--- config.mk ---
export PLATFORM = sky130hd
export DESIGN_NAME = alarm_responder
export DESIGN_NICKNAME = d
export VERILOG_FILES = /design/src/rtl/alarm_pkg.sv /design/src/rtl/alarm_sec_timer.sv /design/src/rtl/alarm_responder.sv
export SDC_FILE = /design/constraint.sdc
export NUM_CORES = 1
export LEC_CHECK = 0
export ABC_AREA = 1
export BUFFER_PORTS_ARGS = -buffer_cell sky130_fd_sc_hd__buf_4
export CORE_UTILIZATION = 45
export CTS_BUF_LIST = sky130_fd_sc_hd__clkbuf_4 sky130_fd_sc_hd__clkbuf_8
export DETAILED_ROUTE_END_ITERATION = 8
export PLACE_DENSITY = 0.68
export SYNTH_ARGS = -nofsm -noshare
export SYNTH_HDL_FRONTEND = slang
export SYNTH_SLANG_ARGS = --single-unit
export TNS_END_PERCENT = 1
--- constraint.sdc ---
create_clock -name clk -period 3.71 [get_ports clk]
set_input_delay 0.9275 -clock clk [delete_from_list [all_inputs] [get_ports clk]]
set_output_delay 0.9275 -clock clk [all_outputs]
set_load 0.03 [all_outputs]
--- src/rtl/alarm_pkg.sv ---
// rtl/alarm_pkg.sv - shared state encoding for the alarm responder
package alarm_pkg;

    typedef enum logic [1:0] {
        IDLE   = 2'd0,
        RING   = 2'd1,
        SNOOZE = 2'd2,
        DONE   = 2'd3
    } alarm_st_t;

endpackage

--- src/rtl/alarm_sec_timer.sv ---
// rtl/alarm_sec_timer.sv - seconds counter with load/up/down, shared by ring timeout and snooze countdown
module alarm_sec_timer #(
    parameter int W = 9
) (
    input  logic         clk,
    input  logic         rst,
    input  logic         load,
    input  logic [W-1:0] load_val,
    input  logic         up,
    input  logic         down,
    output logic [W-1:0] value
);

    always_ff @(posedge clk or negedge rst) begin
        if (!rst) begin
            value <= '0;
        end else if (load) begin
            value <= load_val;
        end else if (up) begin
            value <= value + W'(1);
        end else if (down) begin
            value <= value - W'(1);
        end
    end

endmodule

--- src/rtl/alarm_responder.sv ---
// rtl/alarm_responder.sv - registered alarm FSM owning the buzzer: ring, snooze, stop, auto-timeout
module alarm_responder #(
    parameter int NS         = 60,
    parameter int RING_S     = 60,
    parameter int SNOOZE_S   = 300,
    parameter int MAX_SNOOZE = 3
) (
    input  logic                                clk,
    input  logic                                rst,
    input  logic [$clog2(NS):0]                 tmin,
    input  logic [$clog2(NS):0]                 thrs,
    input  logic [$clog2(NS):0]                 amin,
    input  logic [$clog2(NS):0]                 ahrs,
    input  logic                                alarmon,
    input  logic                                snooze,
    input  logic                                stop,
    output logic                                buzz,
    output logic                                snoozing,
    output logic [$clog2(MAX_SNOOZE+1)-1:0]     snooze_cnt
);

    import alarm_pkg::*;

    localparam int CW   = $clog2(MAX_SNOOZE + 1);
    localparam int TMAX = (RING_S > SNOOZE_S) ? RING_S : SNOOZE_S;
    localparam int TW   = $clog2(TMAX + 1);

    localparam logic [TW-1:0] RING_LAST   = TW'(RING_S - 1);
    localparam logic [TW-1:0] SNOOZE_LOAD = TW'(SNOOZE_S - 1);
    localparam logic [CW-1:0] CNT_MAX     = CW'(MAX_SNOOZE);

    alarm_st_t      state;
    alarm_st_t      state_d;
    logic [CW-1:0]  cnt_d;
    logic           match;
    logic           match_q;
    logic           rise;
    logic           armed;
    logic           t_load;
    logic [TW-1:0]  t_val;
    logic           t_up;
    logic           t_down;
    logic [TW-1:0]  timer;

    assign match = (tmin == amin) && (thrs == ahrs);
    assign rise  = match && !match_q;

    alarm_sec_timer #(
        .W (TW)
    ) u_timer (
        .clk      (clk),
        .rst      (rst),
        .load     (t_load),
        .load_val (t_val),
        .up       (t_up),
        .down     (t_down),
        .value    (timer)
    );

    // A ring period accepts snooze only after the button was seen released inside it,
    // so a held button cannot chain straight through a re-ring.
    always_comb begin
        state_d = state;
        cnt_d   = snooze_cnt;
        t_load  = 1'b0;
        t_val   = '0;
        t_up    = 1'b0;
        t_down  = 1'b0;
        if (!alarmon) begin
            state_d = IDLE;
            cnt_d   = '0;
        end else begin
            case (state)
                IDLE: begin
                    if (rise) begin
                        state_d = RING;
                        t_load  = 1'b1;
                        cnt_d   = '0;
                    end
                end
                RING: begin
                    if (stop) begin
                        state_d = DONE;
                    end else if (snooze && armed && (snooze_cnt < CNT_MAX)) begin
                        state_d = SNOOZE;
                        t_load  = 1'b1;
                        t_val   = SNOOZE_LOAD;
                        cnt_d   = snooze_cnt + CW'(1);
                    end else if (timer == RING_LAST) begin
                        state_d = DONE;
                    end else begin
                        t_up = 1'b1;
                    end
                end
                SNOOZE: begin
                    if (stop) begin
                        state_d = DONE;
                    end else if (timer == '0) begin
                        state_d = RING;
                        t_load  = 1'b1;
                    end else begin
                        t_down = 1'b1;
                    end
                end
                DONE: begin
                    if (!match) begin
                        state_d = IDLE;
                    end
                end
                default: state_d = IDLE;
            endcase
        end
    end

    // match_q resets high so power-up with time already equal to alarm does not ring.
    always_ff @(posedge clk or negedge rst) begin
        if (!rst) begin
            state      <= IDLE;
            buzz       <= 1'b0;
            snoozing   <= 1'b0;
            snooze_cnt <= '0;
            match_q    <= 1'b1;
            armed      <= 1'b0;
        end else begin
            state      <= state_d;
            buzz       <= (state_d == RING);
            snoozing   <= (state_d == SNOOZE);
            snooze_cnt <= cnt_d;
            match_q    <= match;
            armed      <= (state == RING) && (armed || !snooze);
        end
    end

endmodule

==> flow_summary.toml, run 1 <==
[outcome]
status = "completed"

[drt]
vias = 1605
drt_pre_antenna_iters = 4
drc_errors = 0
wl_um = 3380
via_per_inst = 4.75
drt-initial-drc-count = 34
routedWlPerCell_um = 10.0
final_antenna_net_count = 0

[clock_network]
cts_max_path_buffers = 2
clk_latency_ps = 290
cts_buffers = 3
cts_tree = "built"
clk_pin_slew_ps = 110
ctsResizeCount = 0
htreeDepth = 1
ctsHoldBuffers = 0
cts-root-buf = "clkbuf_4"
cts.sinks = 17
postCtsSetupBuffers = 0

[finish]
drive_above_1_share = 0.202
diodes = 0
nets = 336
area_growth_pct = 20.6

[logic_synthesis]
syn_area_per_cell_um2 = 6.35
postSynthCellCount = 254
ys_seq_elements = 17
ys_seq_area_frac = 0.265
synth_cell_types = 27
syn_area_mm2 = 0.00161
synthesis.nets = 297
synth_warnings = 0

[placement]
dp_slack_ps = 688
portBuffers = 36
gp_congestion = 0.858
dp.final_hpwl_um = 2690

[run]
drv_cap = 0

[power_and_ir_drop]
switchingPower_w = 0.0000976
switching_share = 0.271
p_clk_frac = 0.285
pwr_density_cell_mw_per_mm2 = 185
seq_power_share = 0.520
p_leak_nw = 1.14
power_frac_comb = 0.195
p_int_w = 0.000262
ir_drop_mv = 0.139

[timing]
fmax_ghz = 0.368
slew_violations = 0
finClkSkew_ps = 0.966
rsz0062_at_grt = "false"
min_period_ps = 2710
worst_pin_slew_ps = 323
fin_ws_ps = 995
relSlewSlack = 0.783
finalSetupViolations = 0
post-route-period-util = 0.732
hold_viol = 0
fin_setup_tns_ps = 0

[grt]
grt_start_max_net_pins = 18
grt_use_met1 = 0.274
grt_pass1_vias = 1425
grt_pass1_wl_um = 5830
grt_overflow_total = 0
met3_usage = 0.0269
use_met2 = 0.349
grtUsageTotal = 0.204
busiest_layer = "met2"
antenna_found_initial = 0

[floorplanning]
rows = 21
initial_core_util = 0.476
num_io_pins = 37
die_height_um = 61.9
core_mm2 = 0.00339
die_width_um = 61.9
die_area_mm2 = 0.00383

[critical_path]
cp.required_ps = 3950
criticalPathCategory = "in -> reg"
start_kind = "input port"
cp.arrival_ps = 2950
critPathCaptureType = "flip-flop"
crit_path_max_fanout = 11
worst-r2r-setup-slack_ps = 1260

[worst_hold_path]
hold_class = "in -> async"
-- state kept, by name (all words and copies together), names as in the netlist --
signal         flops
armed              1
buzz               1
match_q            1
snooze_cnt         2
snoozing           1
state              2
u_timer.value      9
-- Yosys cell counts --
library cell | instances | area share
a211oi_1 | 1 | 0.0047
a21oi_1 | 8 | 0.025
a21oi_2 | 1 | 0.0054
a31oi_1 | 2 | 0.0078
buf_6 | 2 | 0.014
dfrtp_1 | 16 | 0.25
dfstp_2 | 1 | 0.016
fa_1 | 1 | 0.012
ha_1 | 9 | 0.070
inv_1 | 41 | 0.095
inv_2 | 4 | 0.0093
nand2_1 | 88 | 0.20
nand2_2 | 6 | 0.023
nand2_4 | 2 | 0.014
nand3_1 | 16 | 0.050
nand3_2 | 2 | 0.012
nand3_4 | 1 | 0.011
nand4_1 | 7 | 0.027
nor2_1 | 25 | 0.058
nor2_4 | 2 | 0.014
nor2b_1 | 1 | 0.0039
nor3_1 | 2 | 0.0062
o21ai_0 | 5 | 0.016
o21ai_1 | 2 | 0.0062
o22ai_1 | 2 | 0.0078
xnor2_1 | 3 | 0.016
xor2_1 | 4 | 0.022
-- cell type report --
type / count / area [µm²]
inverters: 45 / 169
clock buffers: 3 / 22.5
flip-flops and latches: 17 / 427
well taps: 46 / 57.6
clock inverters: 1 / 5.00
repair buffers: 36 / 270
fillers: 354 / 1440
multi-input cells: 190 / 995
-- critical path, stage by stage --
cell	delay, ps
buf_4	110
nand2_1	60
nor2_1	70
nor2_1	200
nand3_2	280
ha_1	460
nand2_1	100
inv_1	80
nand3_1	60
o21ai_0	200
xor2_1	200
nand2_2	60
nand2_1	50
nand2_1	50
nand2_1	50
-- power by group through the flow --
stage | Sequential [W] | Combinational [W] | Clock [W]
2_1_floorplan | 0.000191 | 0.0000319 | 0
3_3_place_gp | 0.000191 | 0.0000698 | 0
3_5_place_dp | 0.000191 | 0.0000708 | 0
4_1_cts | 0.000187 | 0.0000712 | 0.000107
5_1_grt | 0.000188 | 0.0000816 | 0.000114
6_report | 0.000187 | 0.0000702 | 0.000103
-- metal layers --
metal  wire (µm)  vias to the layer above
met5           0                        -
met1        1670                      690
met3         162                        2
met4          10                        0
met2        1540                       42
li1            -                      871
-- cell families after synthesis --
| family | share of synthesized area |
|---|---|
| and+or+nand+nor | 0.424 |
| buffers and inverters | 0.119 |
| AOI/OAI and AO/OA | 0.0721 |
| DFF | 0.265 |
| adders and majority gates | 0.0822 |
| xor gates and xnor gates | 0.0380 |
-- metrics by stage --
stage / cell area, µm² / instances / hold WS (ps) / total power (W) / util
finish: 1950 / 338 / 481 / 0.000360 / 0.574
detailed placement: 1920 / 334 / 508 / 0.000262 / 0.566
global placement: 1920 / 334 / 504 / 0.000261 / 0.566
global route: 1950 / 338 / 477 / 0.000383 / 0.574
floorplan: 1610 / 254 / 489 / 0.000223 / -
CTS: 1950 / 338 / 478 / 0.000365 / 0.574
-- cells in the final DEF (no fill, tap or decap), types with 2 or more instances in the layout --
cell type	n
inv_1	41
nor2_4	2
nand2_2	6
a31oi_1	2
o21ai_0	5
nand2_1	88
inv_2	4
nor2_1	25
a21oi_1	8
nand3_2	2
xor2_1	4
dfrtp_1	16
nand3_1	16
nand4_1	7
nand2_4	2
nor3_1	2
clkbuf_4	3
ha_1	9
o21ai_1	2
o22ai_1	2
buf_4	36
xnor2_1	3
-- worst paths after layout --
kind                               start                to  depth (start not counted)
min in group clk                   armed             armed                          2
min reg2reg                        armed             armed                          2
max reg2reg                snooze_cnt[1]  u_timer.value[5]                         14
max                               snooze  u_timer.value[5]                         15
max in group asynchronous            rst           match_q                          1
min                                  rst          snoozing                          1
(Power assumes the default switching activity.)
==> inputs of run 2 (changes only) <==
==> constraint.sdc (replaced) <==
create_clock -name clk -period 2.61 [get_ports clk]
set_input_delay 0.6525 -clock clk [delete_from_list [all_inputs] [get_ports clk]]
set_output_delay 0.6525 -clock clk [all_outputs]
set_load 0.03 [all_outputs]
==> flow_summary.toml, run 2 (same netlist as run 1, synthesis figures left out) <==
[floorplanning]
num_io_pins = 37
die_width_um = 61.9
initial_core_util = 0.476
rows = 21
die_area_mm2 = 0.00383
die_height_um = 61.9
core_mm2 = 0.00339

[timing]
slew_violations = 0
holdWs_ps = 207
min_period_ps = 2400
post-route-period-util = 0.921
hold_viol = 0
worst_pin_slew_ps = 323
finClkSkew_ps = 3.21
fmax_ghz = 0.416
rsz0062_at_grt = "false"
finalSetupViolations = 0
relSlewSlack = 0.783

[critical_path]
cp.arrival_ps = 2610
r2r_start = "snooze_cnt[0]"
ff2ff_path_depth = 15
crit_buf_inv = 1
cp.required_ps = 2810
critPathCaptureType = "flip-flop"
crit_path_max_fanout = 11
critPathMaxStageDelay_ps = 420
r2r_end = "u_timer.value[8]"
criticalPathCategory = "reg -> reg"
cp.depth = 15
cp_common_cell = "nand2_1"
worst-r2r-setup-slack_ps = 210
cp_slowest_cell = "ha_1"
start_kind = "flip-flop"
crit_path_cell_trace = "ha_1 -> nor2_1 -> nor2_1 -> nand3_2 -> ha_1 -> a21oi_1 -> nand2_1 -> a21oi_1 -> inv_1 -> nand2_1 -> nand2_1 -> nand2_1 -> nand2_1 -> nand2_1 -> nand2_1"
cp-startpoint = "snooze_cnt[0]"
critical_path.endpoint = "u_timer.value[8]"
cp_top_family = "simple AND/OR/NAND/NOR gates"

[drt]
routedWlPerCell_um = 10.3
vias = 1621
drc_errors = 0
drt_pre_antenna_iters = 4
wl_um = 3570
via_per_inst = 4.67
drt-initial-drc-count = 58
final_antenna_net_count = 0

[clock_network]
cts.sinks = 17
cts_max_path_buffers = 2
cts_buffers = 3
cts-root-buf = "clkbuf_4"
clk_latency_ps = 290
ctsResizeCount = 0
cts_tree = "built"
htreeDepth = 1
ctsHoldBuffers = 0
postCtsSetupBuffers = 0
clk_pin_slew_ps = 120

[finish]
largest_reg_flops = 9
nets = 345
final_common_cell = "nand2_1"
final_area_mm2 = 0.00202
reg_top3 = "u_timer.value: 9 flops, snooze_cnt: 2 flops, state: 2 flops"
regMostFlops = "u_timer.value"
diodes = 0
drive_above_1_share = 0.226
area_growth_pct = 25.0
post-route-util = 0.595
final_cell_mix = "nand2_1, buf_4, inv_1"

[placement]
dp.final_hpwl_um = 2850
portBuffers = 36
gp_congestion = 0.872
placed_area_mm2 = 0.00199

[power_and_ir_drop]
finalPower_w = 0.000535
p_leak_nw = 1.19
ir_drop_mv = 0.219
pwr_density_cell_mw_per_mm2 = 265

[worst_hold_path]
hold_class = "in -> async"

[grt]
grt_start_max_net_pins = 18
grt_overflow_total = 0
antenna_found_initial = 0
grt_pass1_vias = 1425
grtUsageTotal = 0.204
grt_pass1_wl_um = 5770

[run]
drv_cap = 0

[outcome]
status = "completed"
==> run 2: per-layer routing <==
layer / part of all wire / GRT usage / vias up / wire length [µm]
met4: 0.0042 / 0.0476 / 0 / 15
met1: 0.48 / 0.259 / 703 / 1700
met2: 0.46 / 0.358 / 33 / 1660
li1: - / - / 883 / -
met5: 0 / 0 / - / 0
met3: 0.055 / 0.0373 / 2 / 196
==> run 2: worst min path at each step <==
stage / slack (ps) / startpoint / to
finish: 210 / rst / u_timer.value[4]
CTS: 200 / rst / state[0]
global route: 200 / rst / snoozing
floorplan: 360 / rst / armed
detailed placement: 510 / armed / armed
global placement: 510 / armed / armed
==> run 2: area by class of cell <==
class                      count  area [µm²]
fill                         324        1370
multi-input combinational    190         995
sequential                    17         427
timing repair buffer          45         338
inverter                      45         169
tap                           46        57.6
clock buffer                   4        30.0
==> run 2: worst register-to-register path, stage by stage (launching register included) <==
cell and delay (ps):
dfrtp_1 390, ha_1 160, nor2_1 50, nor2_1 190
nand3_2 280, ha_1 420, a21oi_1 150, nand2_1 110
a21oi_1 190, inv_1 60, nand2_1 60, nand2_1 40
nand2_1 50, nand2_1 40, nand2_1 60, nand2_1 40
==> run 2: per-stage QoR <==
| step | setup WS [ps] | TNS (ps) | instances |
|---|---|---|---|
| after global routing | 5.45 | 0 | 347 |
| final | 206 | 0 | 347 |
| after CTS | 207 | 0 | 347 |
| after floorplan | 209 | 0 | 254 |
| after global placement | -27.0 | -47.1 | 343 |
| after detailed placement | -70.9 | -139 | 343 |
==> run 2: power by group <==
group          internal (W)  switching, W  leakage (nW)
registers          0.000265    0.00000137         0.224
logic             0.0000543     0.0000495         0.944
clock network     0.0000698     0.0000949        0.0184
==> inputs of run 3 (changes only) <==
--- a/config.mk
+++ b/config.mk
@@ -7,6 +7,7 @@
 export LEC_CHECK = 0
 export ABC_AREA = 1
 export BUFFER_PORTS_ARGS = -buffer_cell sky130_fd_sc_hd__buf_4
+export CORE_ASPECT_RATIO = 0.7
 export CORE_UTILIZATION = 45
 export CTS_BUF_LIST = sky130_fd_sc_hd__clkbuf_4 sky130_fd_sc_hd__clkbuf_8
 export DETAILED_ROUTE_END_ITERATION = 8
==> flow_summary.toml, run 3 (same netlist as run 1, synthesis figures left out) <==
[clock_network]
ctsResizeCount = 0
cts.sinks = 17
htreeDepth = 1
clk_pin_slew_ps = 70
cts_buffers = 3
cts-root-buf = "clkbuf_8"
clk_latency_ps = 260
cts_tree = "built"
postCtsSetupBuffers = 0
ctsHoldBuffers = 0
cts_max_path_buffers = 2

[power_and_ir_drop]
pwr_density_cell_mw_per_mm2 = 277
p_clk_frac = 0.350
p_leak_nw = 1.21
seq_power_share = 0.464
switching_share = 0.257
power_frac_comb = 0.186
ir_drop_mv = 0.228
finalPower_w = 0.000574
p_int_w = 0.000427
switchingPower_w = 0.000148

[timing]
relSlewSlack = 0.773
finalSetupViolations = 0
post-route-period-util = 0.877
min_period_ps = 2290
fmax_ghz = 0.437
fin_setup_tns_ps = 0
worst_pin_slew_ps = 337
hold_viol = 0
finClkSkew_ps = 4.49
slew_violations = 0
rsz0062_at_grt = "false"

[drt]
drc_errors = 0
vias = 1676
via_per_inst = 4.76
drt_pre_antenna_iters = 4
routedWlPerCell_um = 11.1
final_antenna_net_count = 0
wl_um = 3910
drt-initial-drc-count = 108

[floorplanning]
die_height_um = 52.1
num_io_pins = 37
initial_core_util = 0.492
core_mm2 = 0.00328
die_area_mm2 = 0.00383
rows = 17
die_width_um = 73.6

[placement]
portBuffers = 36
gp_congestion = 0.896
placed_area_mm2 = 0.00202
dp.final_hpwl_um = 3220

[grt]
grt_overflow_total = 0
grt_start_max_net_pins = 18
grtUsageTotal = 0.243
grt_pass1_wl_um = 7020
antenna_found_initial = 0
grt_pass1_vias = 1568

[critical_path]
ff2ff_path_depth = 14
cp.required_ps = 2810
r2r_start = "state[1]"
cp_slowest_cell = "ha_1"
worst-r2r-setup-slack_ps = 350
critical_path.endpoint = "u_timer.value[5]"
cp.depth = 15
cp_common_cell = "nand2_1"
cp-startpoint = "snooze"
start_kind = "input port"
crit_path_max_fanout = 10
crit_path_cell_trace = "buf_4 -> nand2_1 -> nor2_1 -> nor2_2 -> nand3_4 -> ha_1 -> nand2_1 -> inv_1 -> nand3_1 -> o21ai_0 -> xor2_1 -> nand2_2 -> nand2_1 -> nand2_1 -> nand2_1"
cp_top_family = "simple AND/OR/NAND/NOR gates"
cp.arrival_ps = 2480
critPathMaxStageDelay_ps = 400
r2r_end = "u_timer.value[5]"
criticalPathCategory = "in -> reg"
crit_buf_inv = 2
critPathCaptureType = "flip-flop"

[finish]
diodes = 0
drive_above_1_share = 0.243
reg_top3 = "u_timer.value: 9 flops, snooze_cnt: 2 flops, state: 2 flops"
largest_reg_flops = 9
final_common_cell = "nand2_1"
nets = 349
final_cell_mix = "nand2_1, buf_4, inv_1"
area_growth_pct = 28.7
final_area_mm2 = 0.00208
nFillCells = 335
regMostFlops = "u_timer.value"

[run]
drv_cap = 0

[outcome]
status = "completed"

[worst_hold_path]
hold_class = "in -> async"
==> run 3: cell count changes in the layout (fill, tap and decap cells not counted) <==
cell and change:
buf_4 +4, clkbuf_4 -4, clkbuf_8 +3, clkinv_2 +1, nand3_2 -1, nand3_4 +1
nor2_1 -2, nor2_2 +2
==> run 3: through the flow <==
stage	hold slack, ps	worst slack [ps]	util	cells
2_1_floorplan	357	209	-	254
3_3_place_gp	510	-40.7	0.616	348
3_5_place_dp	523	-52.8	0.616	348
4_1_cts	263	197	0.630	352
5_1_grt	262	43.1	0.634	352
6_report	248	322	0.634	352
==> run 3: power by group through the flow <==
stage,combinational (W),sequential [W],clock [W]
CTS,0.000107,0.000266,0.000203
detailed placement,0.000107,0.000271,0
global placement,0.000105,0.000271,0
floorplan,0.0000454,0.000271,0
finish,0.000107,0.000266,0.000201
global route,0.000124,0.000266,0.000213
==> run 3: area by class of cell <==
| cell class | count | area [µm²] | area share |
|---|---|---|---|
| clock buffers | 3 | 41.3 | 0.0199 |
| clock inverters | 1 | 5.00 | 0.00241 |
| inverters | 45 | 169 | 0.0814 |
| multi-input cells | 190 | 1010 | 0.485 |
| flip-flops and latches | 17 | 427 | 0.206 |
| well taps | 47 | 58.8 | 0.0283 |
| repair buffers | 49 | 368 | 0.177 |
==> run 3: how the worst min path moves through the flow <==
stage	slack, ps	end	start	cells past startpoint
6_report	250	armed	rst	1
5_1_grt	260	armed	rst	1
4_1_cts	260	snooze_cnt[1]	rst	1
3_5_place_dp	520	armed	armed	2
3_3_place_gp	510	armed	armed	2
2_1_floorplan	360	armed	rst	0
==> run 3: worst register-to-register path, delay by kind of cell (launching register included) <==
kind | cells | cell delay [ps]
compound gates | 1 | 200
xor+xnor | 1 | 200
fa+ha+maj | 1 | 400
buf+inv | 2 | 160
flops | 1 | 440
simple gates | 9 | 810
==> run 3: layer usage <==
layer | track usage | share of wire | vias up
met4 | 0.0288 | 0.0031 | 0
li1 | - | - | 898
met5 | 0 | 0 | -
met3 | 0.0484 | 0.079 | 2
met1 | 0.372 | 0.54 | 726
met2 | 0.356 | 0.38 | 50
